--- config.mk ---
export PLATFORM = sky130hd
export DESIGN_NAME = lvt_hash_client
export DESIGN_NICKNAME = d
export VERILOG_FILES = /design/src/rtl/lvt_hash_client.sv
export SDC_FILE = /design/constraint.sdc
export NUM_CORES = 1
export LEC_CHECK = 0
export CAP_MARGIN = 5
export CORE_MARGIN = 2
export CORE_UTILIZATION = 43
export DETAILED_ROUTE_END_ITERATION = 12
export GPL_ROUTABILITY_DRIVEN = 0
export PLACE_DENSITY_LB_ADDON = 0.08
export SYNTH_ARGS = -nofsm -noshare
export SYNTH_HDL_FRONTEND = slang
export SYNTH_SLANG_ARGS = --single-unit
--- constraint.sdc ---
create_clock -name clk -period 4.81 [get_ports clk]
set_input_delay 0.7215 -clock clk [delete_from_list [all_inputs] [get_ports clk]]
set_output_delay 0.7215 -clock clk [all_outputs]
set_load 0.02 [all_outputs]
--- src/rtl/lvt_hash_client.sv ---
// Per-port request engine for the multi-ported LVT hash table.
// Hashes a key to a slot, linear-probes on collision, writes on insert, returns hit/miss/full.
module lvt_hash_client #(
    parameter int index_width  = 4,
    parameter int key_width    = 8,
    parameter int value_width  = 8,
    parameter int read_latency = 2,
    parameter int max_probe    = 4,
    localparam int data_width  = 1 + key_width + value_width
) (
    input  logic                   clk,
    input  logic                   reset,
    input  logic                   cmd_valid,
    output logic                   cmd_ready,
    input  logic                   cmd_op,
    input  logic [key_width-1:0]   cmd_key,
    input  logic [value_width-1:0] cmd_value,
    output logic                   rsp_valid,
    input  logic                   rsp_ready,
    output logic                   rsp_hit,
    output logic                   rsp_full,
    output logic [value_width-1:0] rsp_value,
    output logic [index_width-1:0] addr,
    output logic                   ren,
    output logic                   wen,
    output logic [data_width-1:0]  write_data,
    input  logic [data_width-1:0]  read_data
);
    // state  | meaning
    // IDLE   | waiting for a command
    // READ   | ren for the current slot
    // WAIT   | counting down the table read latency
    // EVAL   | read_data valid, compare slot against key
    // WRITE  | wen with {1, key, value}
    // RESP   | hold response until rsp_ready
    localparam logic [2:0] S_IDLE  = 3'd0;
    localparam logic [2:0] S_READ  = 3'd1;
    localparam logic [2:0] S_WAIT  = 3'd2;
    localparam logic [2:0] S_EVAL  = 3'd3;
    localparam logic [2:0] S_WRITE = 3'd4;
    localparam logic [2:0] S_RESP  = 3'd5;

    localparam int num_slices = (key_width + index_width - 1) / index_width;
    localparam int pad_width  = num_slices * index_width;
    localparam int probe_w    = $clog2(max_probe + 1);
    localparam int wait_w     = (read_latency > 2) ? $clog2(read_latency - 1) : 1;
    localparam int wait_init  = (read_latency > 1) ? read_latency - 2 : 0;
    localparam logic [probe_w-1:0] probe_last = probe_w'(max_probe - 1);
    localparam logic [wait_w-1:0]  wait_load  = wait_w'(wait_init);

    logic [2:0]             state_q, state_d;
    logic                   armed_q, armed_d;
    logic                   op_q, op_d;
    logic [key_width-1:0]   key_q, key_d;
    logic [value_width-1:0] value_q, value_d;
    logic [index_width-1:0] slot_q, slot_d;
    logic [probe_w-1:0]     probe_q, probe_d;
    logic [wait_w-1:0]      wait_q, wait_d;
    logic                   hit_q, hit_d;
    logic                   full_q, full_d;
    logic [value_width-1:0] rval_q, rval_d;

    logic [pad_width-1:0]   key_pad;
    logic [index_width-1:0] hash_idx;
    logic                   rd_valid;
    logic [key_width-1:0]   rd_key;
    logic [value_width-1:0] rd_value;

    // Zero-padded key folded by XOR of index-width slices, LSB slice first.
    always_comb begin
        key_pad  = pad_width'(cmd_key);
        hash_idx = '0;
        for (int i = 0; i < num_slices; i++) begin
            hash_idx = hash_idx ^ key_pad[i*index_width +: index_width];
        end
    end

    assign rd_valid = read_data[data_width-1];
    assign rd_key   = read_data[key_width+value_width-1 -: key_width];
    assign rd_value = read_data[value_width-1:0];

    always_comb begin
        state_d = state_q;
        armed_d = 1'b1;
        op_d    = op_q;
        key_d   = key_q;
        value_d = value_q;
        slot_d  = slot_q;
        probe_d = probe_q;
        wait_d  = wait_q;
        hit_d   = hit_q;
        full_d  = full_q;
        rval_d  = rval_q;
        case (state_q)
            S_IDLE: begin
                if (cmd_valid && armed_q) begin
                    op_d    = cmd_op;
                    key_d   = cmd_key;
                    value_d = cmd_value;
                    slot_d  = hash_idx;
                    probe_d = '0;
                    hit_d   = 1'b0;
                    full_d  = 1'b0;
                    rval_d  = '0;
                    state_d = S_READ;
                end
            end
            S_READ: begin
                wait_d = wait_load;
                if (read_latency == 1) state_d = S_EVAL;
                else                   state_d = S_WAIT;
            end
            S_WAIT: begin
                if (wait_q == '0) state_d = S_EVAL;
                else              wait_d  = wait_q - 1'b1;
            end
            S_EVAL: begin
                if (rd_valid && rd_key == key_q) begin
                    hit_d   = 1'b1;
                    rval_d  = op_q ? value_q : rd_value;
                    state_d = op_q ? S_WRITE : S_RESP;
                end else if (!rd_valid) begin
                    hit_d   = 1'b0;
                    rval_d  = op_q ? value_q : '0;
                    state_d = op_q ? S_WRITE : S_RESP;
                end else if (probe_q < probe_last) begin
                    probe_d = probe_q + 1'b1;
                    slot_d  = slot_q + 1'b1;
                    state_d = S_READ;
                end else begin
                    // Probe budget spent on foreign keys: miss for lookup, full for insert.
                    full_d  = op_q;
                    rval_d  = '0;
                    state_d = S_RESP;
                end
            end
            S_WRITE: state_d = S_RESP;
            S_RESP:  if (rsp_ready) state_d = S_IDLE;
            default: state_d = S_IDLE;
        endcase
    end

    always_ff @(posedge clk or posedge reset) begin
        if (reset) begin
            state_q <= S_IDLE;
            armed_q <= 1'b0;
            op_q    <= 1'b0;
            key_q   <= '0;
            value_q <= '0;
            slot_q  <= '0;
            probe_q <= '0;
            wait_q  <= '0;
            hit_q   <= 1'b0;
            full_q  <= 1'b0;
            rval_q  <= '0;
        end else begin
            state_q <= state_d;
            armed_q <= armed_d;
            op_q    <= op_d;
            key_q   <= key_d;
            value_q <= value_d;
            slot_q  <= slot_d;
            probe_q <= probe_d;
            wait_q  <= wait_d;
            hit_q   <= hit_d;
            full_q  <= full_d;
            rval_q  <= rval_d;
        end
    end

    // armed_q keeps cmd_ready low until the first edge after reset releases.
    assign cmd_ready  = (state_q == S_IDLE) && armed_q;
    assign ren        = (state_q == S_READ);
    assign wen        = (state_q == S_WRITE);
    assign addr       = (ren || wen) ? slot_q : '0;
    assign write_data = wen ? {1'b1, key_q, value_q} : '0;
    assign rsp_valid  = (state_q == S_RESP);
    assign rsp_hit    = rsp_valid & hit_q;
    assign rsp_full   = rsp_valid & full_q;
    assign rsp_value  = rsp_valid ? rval_q : '0;

endmodule
==> impl_metrics.ini <==
[clock_network]
clkSinkCount = 38
cts_resized = 0
cts_hold_buf = 0
postCtsSetupBuffers = 0
htree_levels = 2
tritoncts = yes
clk-insertion-delay-late_ns = 0.29
clk_transition_reported_paths_ns = 0.08
clockBufferDepth = 2
cts_buffers = 5
root_buffer = clkbuf_8

[critical_path]
path_delay_family = simple AND/OR/NAND/NOR gates
cp.arrival_ns = 2.56
start_kind = register
crit_slowest_cell = nor3b_1
crit_type = register to primary output
crit_chain = clkinv_2, nor3b_1, and2_1, clkdlybuf4s50_1
path_buf_inv = 2
cp.required_ns = 4.09
end_kind = primary output
max_stage_delay_ns = 0.74
cp_max_fo = 11

[drt]
routed_via_density = 5.126
first_iter_violations = 127
drc = 0
ant_nets = 0
vias = 1671
wl_mm = 4.754
wl_per_cell_um = 14.58
first_pass_iters = 4

[cells_and_area]
diodes = 0
seq_area_um2 = 950.9
area_growth_pct = 40.37
layout_common_cells = 72 x clkdlybuf4s50_1, 38 x dfrtp_1, 30 x and2_1, 13 x mux2_4, 12 x xnor2_1
final_nets = 299
fill_cells = 399
layout_commonest_cell = clkdlybuf4s50_1
multi_input_area_mm2 = 0.001069
layout-drive-gt1-share = 0.1274

[min_path]
hold_class = register to register

[die]
die-area_mm2 = 0.005500
initial_core_util = 0.4482
die_x_um = 74.17
num_rows = 25
io_pins = 73
core_area_mm2 = 0.004723
dieHeight_um = 74.17

[grt]
grt_pass1_vias = 1633
antenna_found_initial = 0
grt_max_degree = 39
grt_usage = 0.1867
grt.overflow.total = 0
grt_pass1_wl_mm = 7.734

[synthesis]
yosysSeqAreaShare = 0.4492
synth-edff-count = 0
synth_top_area_share = 0.4492
synth_top_area_cell = dfrtp_1
ys.flop_type = dfrtp_1
synth_area_per_cell_um2 = 11.26
async_reset_ff_frac = 1.000
ys_types = 41
yosysWarnings = 0
synth_area_leaders = dfrtp_1 45%, mux2_4 9.2%, and2_1 8.9%
syn_nets = 228
netlist_instances = 188
synth_area_mm2 = 0.002117
ys_ff_latch = 38

[status]
status = complete, no violations

[power_and_ir_drop]
vdd_drop_max_mv = 0.2123
power_leakage_uw = 0.001252
cellPowerDensity_mw_per_mm2 = 511.4

[timing]
setup_viol = 0
rsz0062_at_grt = false
period_share = 0.6822
holdWs_ns = 0.4887
slew_headroom = 0.4227
worstMarginPinSlew_ns = 0.8641
final_hold_viol_count = 0
final_max_slew_viol_count = 0
min_period_ns = 3.281
finalClockSkew_ns = 0.009188
tns_ns = 0
fmax_mhz = 304.8

[run]
cap_violations = 0

[place]
dpl.hpwl_mm = 3.544
portBuffers = 72
[power by group]
group / internal [uW] / switching (uW) / leakage [uW]
clock network: 166 / 109 / 0.0000573
registers: 452 / 150 / 0.000476
logic: 354 / 289 / 0.000719
[worst reg2reg max path, delay by kind of cell, from the launching register on]
family / cells / cell delay [ns]
AOI/OAI and AO/OA: 2 / 0.57
DFF: 1 / 0.52
and+or+nand+nor: 2 / 0.68
[kinds of logic (layout without fill, tap and decap cells)]
group	after synthesis	after routing	synth area share
AOI/OAI and AO/OA	40	40	0.1419
and+or+nand+nor	59	59	0.1678
buffers and inverters	15	86	0.04609
xor gates and xnor gates	14	14	0.05792
other	1	1	0.001771
DFF	38	38	0.4492
adders and majority gates	2	2	0.01182
muxes	19	19	0.1235
[stage by stage]
| stage | power [uW] | worst slack (ns) | instances | instance area, um^2 | util |
|---|---|---|---|---|---|
| 2_1_floorplan | 1056 | 2.586 | 188 | 2117 | - |
| 3_5_place_dp | 1252 | 1.784 | 319 | 2859 | 0.6053 |
| 5_1_grt | 1629 | 1.310 | 326 | 2972 | 0.6291 |
| 6_report | 1520 | 1.529 | 326 | 2972 | 0.6291 |
| 4_1_cts | 1534 | 1.446 | 326 | 2972 | 0.6291 |
| 3_3_place_gp | 1238 | 1.902 | 319 | 2859 | 0.6053 |
[sequential cells by signal, indices dropped and copies added (netlist names)]
signal	count
armed_q	1
rval_q	8
op_q	1
state_q	3
hit_q	1
slot_q	4
full_q	1
value_q	8
probe_q	3
key_q	8
[path summary, 6_finish.rpt]
path | from | end | slack (ns) | cells past startpoint
setup / recovery | state_q[2]$_DFFE_PP0P_ | rsp_value[1] | 1.53 | 4
hold / removal | rval_q[4]$_DFFE_PP0P_ | rval_q[4]$_DFFE_PP0P_ | 0.49 | 1
setup reg to reg | state_q[1]$_DFFE_PP0P_ | slot_q[0]$_DFFE_PP0P_ | 2.92 | 4
hold reg to reg | rval_q[4]$_DFFE_PP0P_ | rval_q[4]$_DFFE_PP0P_ | 0.49 | 1
max in group asynchronous | reset | slot_q[0]$_DFFE_PP0P_ | 3.64 | 3
min in group asynchronous | reset | key_q[5]$_DFFE_PP0P_ | 0.84 | 3
[cells in the mapped netlist (2+ instances only)]
| master | number |
|---|---|
| nor3b_1 | 3 |
| dfrtp_1 | 38 |
| mux2_2 | 5 |
| buf_2 | 2 |
| and2_1 | 30 |
| xor2_1 | 2 |
| o21ai_0 | 2 |
| o2bb2ai_1 | 8 |
| clkbuf_1 | 2 |
| nor3_1 | 3 |
| mux2_4 | 13 |
| a21oi_1 | 6 |
| o21ai_2 | 2 |
| xnor2_1 | 12 |
| nor2_1 | 6 |
| buf_6 | 4 |
| a211o_1 | 2 |
| nand3_1 | 3 |
| a22oi_1 | 8 |
| ha_1 | 2 |
| buf_4 | 2 |
| inv_1 | 4 |
| o22ai_1 | 4 |
| nand2_1 | 7 |
| nand4_1 | 2 |
[final cells by class]
| cell class | count | area share |
|---|---|---|
| Clock inverter | 1 | 0.01011 |
| Timing Repair Buffer | 74 | 0.2476 |
| Tap cell | 67 | 0.02821 |
| Inverter | 5 | 0.006737 |
| Clock buffer | 6 | 0.02779 |
| Sequential cell | 38 | 0.3200 |
| Multi-Input combinational cell | 135 | 0.3596 |
[routing by layer]
metal,share of wire,wire (um),vias up,global-route usage
li1,-,-,806,-
met5,0,0,-,0
met1,0.47,2245,799,0.2752
met4,0.016,77,0,0.07273
met2,0.44,2098,59,0.2659
met3,0.070,332,7,0.04336
No activity file was read; power rests on OpenSTA's default activity.
